==> config.mk <==
export PLATFORM = sky130hd
export DESIGN_NAME = mips_result_trace
export DESIGN_NICKNAME = d
export VERILOG_FILES = /design/src/rtl/mips_result_trace.sv
export SDC_FILE = /design/constraint.sdc
export NUM_CORES = 1
export LEC_CHECK = 0
export ABC_AREA = 1
export CAP_MARGIN = 20
export CELL_PAD_IN_SITES_DETAIL_PLACEMENT = 1
export CELL_PAD_IN_SITES_GLOBAL_PLACEMENT = 2
export CORE_MARGIN = 2
export CORE_UTILIZATION = 45
export DETAILED_ROUTE_END_ITERATION = 8
export GPL_TIMING_DRIVEN = 0
export PLACE_DENSITY_LB_ADDON = 0.1
export SYNTH_ARGS = -nofsm -noshare
export SYNTH_HDL_FRONTEND = slang
export SYNTH_SLANG_ARGS = --single-unit
==> constraint.sdc <==
create_clock -name clk -period 6.3 [get_ports clk]
set_input_delay 1.575 -clock clk [delete_from_list [all_inputs] [get_ports clk]]
set_output_delay 1.575 -clock clk [all_outputs]
set_load 0.005 [all_outputs]
==> src/rtl/mips_result_trace.sv <==
// -----------------------------------------------------------------------------
// mips_result_trace
//
// Debug capture buffer placed downstream of the processor top. On every enabled
// cycle the execute-stage ALUResult / MemStageWriteData pair is stamped with a
// free-running 16-bit cycle count and pushed as an 80-bit entry into a FIFO.
// A host-side consumer drains the FIFO through a show-ahead valid/ready port.
// Samples that arrive while the FIFO is full are dropped. Each drop sets a
// sticky overflow flag and increments a saturating drop counter.
//
// Configuration macro:
//   TRACE_CHANGE_ONLY_EN  when defined, a sample is pushed only if its
//                         {MemStageWriteData, ALUResult} pair differs from
//                         the previously sampled pair.
//
// Parameters:
//   DEPTH  FIFO entries (power of two, 2..256)
//   CW     width of count, $clog2(DEPTH)+1 (derived)
//
// Ports:
//   clk                in   rising-edge clock
//   rst                in   synchronous active-high reset
//   ALUResult          in   [31:0] execute-stage ALU result
//   MemStageWriteData  in   [31:0] execute-stage store data
//   capture_en         in   sample the inputs this cycle
//   out_valid          out  FIFO non-empty
//   out_ready          in   consumer accepts the head entry
//   out_data           out  [79:0] {stamp, MemStageWriteData, ALUResult} of head
//   count              out  [CW-1:0] occupancy, 0..DEPTH
//   overflow           out  sticky: at least one sample dropped
//   drop_cnt           out  [15:0] dropped samples, saturating at 16'hFFFF
//   clr_ovf            in   clear overflow and drop_cnt
// -----------------------------------------------------------------------------
module mips_result_trace #(
  parameter int  DEPTH = 16,
  localparam int CW    = $clog2(DEPTH) + 1
) (
  input  logic          clk,
  input  logic          rst,
  input  logic [31:0]   ALUResult,
  input  logic [31:0]   MemStageWriteData,
  input  logic          capture_en,
  output logic          out_valid,
  input  logic          out_ready,
  output logic [79:0]   out_data,
  output logic [CW-1:0] count,
  output logic          overflow,
  output logic [15:0]   drop_cnt,
  input  logic          clr_ovf
);

  localparam int AW = $clog2(DEPTH);

  logic [79:0]   mem [DEPTH];
  logic [AW-1:0] wrPtr;
  logic [AW-1:0] rdPtr;
  logic [CW-1:0] countQ;
  logic [15:0]   stamp;
  logic          overflowQ;
  logic [15:0]   dropCntQ;

  logic          pushReq;
  logic          pushAcc;
  logic          popEn;
  logic          full;
  logic          dropEn;

  // ---------------------------------------------------------------------------
  // Push request, optionally filtered to changed samples only
  // ---------------------------------------------------------------------------
`ifdef TRACE_CHANGE_ONLY_EN
  logic [63:0] lastPair;
  logic        lastValid;

  // The last-sampled pair tracks every capture_en cycle, dropped or not, so the
  // filter compares against what the processor produced, not what was stored.
  // lastValid forces the first enabled sample after reset to push.
  always_ff @(posedge clk) begin
    if (rst) begin
      lastValid <= 1'b0;
    end else if (capture_en) begin
      lastPair  <= {MemStageWriteData, ALUResult};
      lastValid <= 1'b1;
    end
  end

  assign pushReq = capture_en &&
                   (!lastValid || ({MemStageWriteData, ALUResult} != lastPair));
`else
  assign pushReq = capture_en;
`endif

  // ---------------------------------------------------------------------------
  // Handshake decode. out_valid depends only on registered occupancy, so there
  // is no combinational path from out_ready back to out_valid / out_data.
  // ---------------------------------------------------------------------------
  assign full      = (countQ == CW'(DEPTH));
  assign out_valid = (countQ != '0);
  assign popEn     = out_valid && out_ready;
  // A full FIFO still accepts a push when the head leaves in the same cycle.
  assign pushAcc   = pushReq && (!full || popEn);
  assign dropEn    = pushReq && full && !popEn;

  assign out_data  = mem[rdPtr];
  assign count     = countQ;
  assign overflow  = overflowQ;
  assign drop_cnt  = dropCntQ;

  // ---------------------------------------------------------------------------
  // Storage
  // ---------------------------------------------------------------------------
  // NOTE: the storage array has no reset; out_valid gates its contents, and
  // leaving it unreset lets it map onto RAM/LUT-RAM without a clear path.
  always_ff @(posedge clk) begin
    if (pushAcc && !rst) begin
      mem[wrPtr] <= {stamp, MemStageWriteData, ALUResult};
    end
  end

  // ---------------------------------------------------------------------------
  // Pointers, occupancy and stamp
  // ---------------------------------------------------------------------------
  // NOTE: sequential state uses non-blocking assignments so every register
  // samples pre-edge values regardless of statement order.
  always_ff @(posedge clk) begin
    if (rst) begin
      wrPtr  <= '0;
      rdPtr  <= '0;
      countQ <= '0;
      stamp  <= '0;
    end else begin
      stamp <= stamp + 16'd1;
      // AW-bit pointers wrap modulo DEPTH because DEPTH is a power of two.
      if (pushAcc) wrPtr <= wrPtr + AW'(1);
      if (popEn)   rdPtr <= rdPtr + AW'(1);
      case ({pushAcc, popEn})
        2'b10:   countQ <= countQ + CW'(1);
        2'b01:   countQ <= countQ - CW'(1);
        default: countQ <= countQ;
      endcase
    end
  end

  // ---------------------------------------------------------------------------
  // Overflow tracking. A clear wins over a same-cycle drop, and that drop is
  // not counted.
  // ---------------------------------------------------------------------------
  always_ff @(posedge clk) begin
    if (rst) begin
      overflowQ <= 1'b0;
      dropCntQ  <= '0;
    end else if (clr_ovf) begin
      overflowQ <= 1'b0;
      dropCntQ  <= '0;
    end else if (dropEn) begin
      overflowQ <= 1'b1;
      if (dropCntQ != 16'hFFFF) dropCntQ <= dropCntQ + 16'd1;
    end
  end

endmodule

# [After elaboration in Yosys (flattened, before gate mapping)]
# Memories as Yosys holds them, arrays and structs flattened. A register that Yosys moved wholly into a read port is not among the register bits.
# Cells that the tools add are included.
[op_classes] add_sub_neg=6 reduce_logical=13 muxes=5 n_eq_ne=4
[ops] operator="16-bit by 1-bit adder with 16-bit output (second input constant)" count=2
[ops] operator="16-bit inequality test (second input constant)" count=1
[ops] operator="5-bit one-hot mux with 2 select lines" count=1
[ops] operator="4-bit by 1-bit adder with 4-bit output (second input constant)" count=2
[ops] operator="4-bit 2-to-1 mux" count=2
[ops] operator="5-bit by 1-bit adder with 5-bit output (second input constant)" count=1
[ops] operator="5-bit equality test (second input constant)" count=1
[ops] operator="1-bit logical AND" count=5
[ops] operator="5-bit nonzero test" count=1
[ops] operator="5-bit by 1-bit subtractor with 5-bit output (second input constant)" count=1
[ops] operator="1-bit zero test" count=3
[ops] operator="2-bit by 1-bit equality test with 1-bit output (second input constant)" count=1
[ops] operator="2-bit equality test (second input constant)" count=1
[ops] operator="1-bit 2-to-1 mux" count=2
[ops] operator="2-bit AND reduction" count=1
[ops] operator="2-bit nonzero test" count=1
[ops] operator="2-bit OR reduction" count=1
[ops] operator="1-bit logical OR" count=1
[word_totals] inputBits=69 ff_bits=46 ram_bits=1280 output_inout_bits=103 word_cells=35 mem_count=1
[memory_table] name="mem" words=16 width=80 rd=1 rd_clocked_by_memory_dff=1 wr=1 line_no="54" rtl="logic [79:0] mem [DEPTH];"

# [Depth between registers and ports, before layout]
[depth] word_depth=7 depth_mapped=15 ltp_nobuf=15

# [Worst setup path before layout]
# OpenSTA, ideal clock, no wires.
[synth_timing] kind="input port to flip-flop" startpoint="input port out_ready" endpoint="memory mem[11][0], enable pin" n_path_buf=0 arrival_ns=5.420 setup_time_ns=0.519 setup_slack_ns=0.362 stages=6 required_time_ns=5.781 cell_sequence="nand2_2 > nand2_2 > nand2_1 > inv_1 > nand2_1 > nor2_1"
[synth_via] elab_chain_cells=6
[synth_lines] element="from (decl)" line_no="44" rtl="input logic out_ready,"
[synth_lines] element="1-bit logical AND" line_no="99" rtl="assign popEn = out_valid && out_ready;"
[synth_lines] element="1-bit logical OR" line_no="101" rtl="assign pushAcc = pushReq && (!full || popEn);"
[synth_lines] element="1-bit logical AND" line_no="101"
[synth_lines] element="1-bit logical AND" line_no="115" rtl="if (pushAcc && !rst) begin"
[synth_lines] element="1-bit 2-to-1 mux" line_no="115"
[synth_lines] element="1-bit 2-to-1 mux (not written as such)" line_no="116" rtl="mem[wrPtr] <= {stamp, MemStageWriteData, ALUResult};"
[synth_lines] element="to (decl)" line_no="54"
# Every way passes these cells.

==> metrics.yaml <==
status: "finished clean"
setup_viol: 0
synthCells: 3699
cts_setup_buffers: 0
rsz0062_at_grt: "false"
synth_cell_types: 39
synthTopCellsByCount: "edfxtp_1 (1280), inv_1 (371), o21ai_0 (368)"
clkTransAtPathRegs_ns: 0.06
maxCapViolCount: 0
crit_path_max_fanout: 10
grt_first_pass_wirelength_mm: 239
critPathLaunchType: "register"
relSlewSlack: 0.185
layout.nets: 4156
root_buffer: "clkbuf_16"
netlist_area_um2: 53500
fin_tns_setup_ns: 0
end_kind: "output port"
yosysTopAreaCell: "edfxtp_1"
yosysWarningCount: 0
cts_sinks: 1330
post_cts_resized: 0
slowest_delay_ns: 0.92
std_cell_rows: 126
fp.dieH_um: 349
p_leak_nw: 21.3
layout-drive-gt1-share: 0.0912
hold_buffers: 0
overflow: 0
rrSetupSlack_ns: 3.21
finalMaxSlewViolations: 0
core_area_um2: 118000
routedWlPerCell_um: 29.0
seq_area_frac_synth: 0.738
firstDrtPassIters: 5
dpl.hpwl_mm: 108
synth.avg_cell_area_um2: 14.4
dieArea_um2: 122000
start_util: 0.453
max_clock_freq_ghz: 0.168
criticalPathCategory: "reg2out"
synth_edf_count: 1280
cp_num_buf_inv: 4
ys_ff_latch: 1330
drt_iter0_markers: 3195
ios: 172
synth_most_common_cell: "edfxtp_1"
synth_top_area_frac: 0.719
async_flop_share: 0
grt_max_degree: 26
numCtsBuffers: 144
power_density_nw_per_um2: 358
syn_nets: 3777
vdd_drop_max_uv: 290
routed_wl_mm: 166
finalCritPeriodShare: 0.943
fin_area_um2: 63300
num_vias: 33300
ant_nets: 0
layout_min_cycle_time_ns: 5.94
grt_pass1_vias: 34800
synth_area_leaders: "edfxtp_1 (72%), mux2i_1 (6.0%), o211ai_1 (4.5%)"
synth_flop_cell: "edfxtp_1"
grt_use_total: 0.274
viasPerCell: 5.80
fin_skew_ns: 0.0308
hold_path.class: "reg2reg"
antenna_found_initial: 12
portBuffers: 171
cp_cell_sequence: "clkbuf_2 > inv_2 > clkbuf_1 > o211ai_1 > nand2_1 > clkdlybuf4s50_1"
clockBufferDepth: 3
cp.arrival_ns: 4.37
syn_to_final_growth_pct: 18.4
htree_levels: 4
hold_violations: 0
placed_area_um2: 58500
worst_pin_slew_ns: 1.22
fp.dieW_um: 349
path_delay_family: "buffers and inverters"
cp.required_ns: 4.72
gp_congestion: 0.757
tritoncts: "yes"
route.detailed.drc: 0
insertion_delay_ns: 0.77
slowest_stage: "clkbuf_1"
==> cells in the final DEF, fill, tap and decap left out, drive strengths merged, types with 2 or more instances in the layout <==
cell type	instances
xor2	5
bufinv	15
inv	376
clkdlybuf4s50	171
buf	156
o21ai	390
a21oi	350
ha	9
clkbuf	327
o21a	4
and3	2
nand4	8
dfxtp	50
nand2	140
o211ai	321
nor2	55
nor3	11
nor3b	3
clkinv	64
edfxtp	1280
nand3	136
mux2i	320
==> report_power, final <==
part | internal (mW) | switching [mW] | leakage, nW | total [mW]
logic | 1.51 | 2.70 | 6.94 | 4.21
registers | 9.77 | 0.0403 | 12.0 | 9.81
clock network | 5.13 | 3.46 | 2.35 | 8.60
==> state kept, by name, indices dropped and copies added, names as in the netlist, named ones only <==
register,count
drop_cnt,16
wrPtr,4
rdPtr,4
stamp,16
mem,1280
count,5
overflow,1
==> logic make-up after synthesis <==
family	count (synthesis)	share of synthesized area
AO/OA/AOI/OAI	1068	0.115
AND/OR/NAND/NOR	358	0.0308
XOR/XNOR	6	0.000983
multiplexers	320	0.0599
flip-flops	1330	0.738
adder cells (fa/ha/maj)	9	0.00211
buffers and inverters	608	0.0530
==> worst register-to-register path, stage by stage, from the launching register on <==
cell,delay (ns)
dfxtp_1,0.42
nor2_2,0.08
nand3_2,0.13
nand2_2,0.09
nand2_2,0.09
nand2_1,0.13
inv_1,0.18
nand2_1,0.28
nor2_4,0.77
buf_12,0.31
buf_12,0.26
==> cell type report <==
cell class | count | area (um^2)
Timing Repair Buffer | 233 | 2980
Sequential cell | 1330 | 39400
Clock buffer | 187 | 4050
Multi-Input combinational cell | 1761 | 11300
Fill cell | 11300 | 54700
Inverter | 374 | 1400
Clock inverter | 81 | 736
Buffer | 234 | 1440
Tap cell | 1536 | 1920
Antenna cell | 1 | 2.50
==> layer usage <==
layer / vias to the layer above / part of all wire / track usage
li1: 14700 / - / -
met1: 17200 / 0.42 / 0.368
met2: 1104 / 0.48 / 0.444
met3: 270 / 0.070 / 0.0593
met4: 12 / 0.031 / 0.0892
met5: - / 0.00048 / 0
==> through the flow <==
| stage | hold WS [ns] | util | total power, mW | setup WS [ns] | std cells |
|---|---|---|---|---|---|
| after global placement | 0.462 | 0.484 | 14.1 | -5.57 | 5406 |
| after detailed placement | 0.468 | 0.496 | 14.2 | 1.18 | 5468 |
| after floorplan | 0.460 | - | 12.2 | 0.362 | 3699 |
| after global routing | 0.520 | 0.536 | 23.4 | 0.299 | 5737 |
| final | 0.493 | 0.536 | 22.6 | 0.359 | 5737 |
| after CTS | 0.489 | 0.536 | 22.8 | 0.356 | 5736 |
==> final timing paths <==
check	from	endpoint	depth (start not counted)
max	register	out_data[47]	6
min	overflow	overflow	2
max reg2reg	count[0]	mem[4][40]	10
min reg2reg	overflow	overflow	2
(Power assumes the default switching activity.)
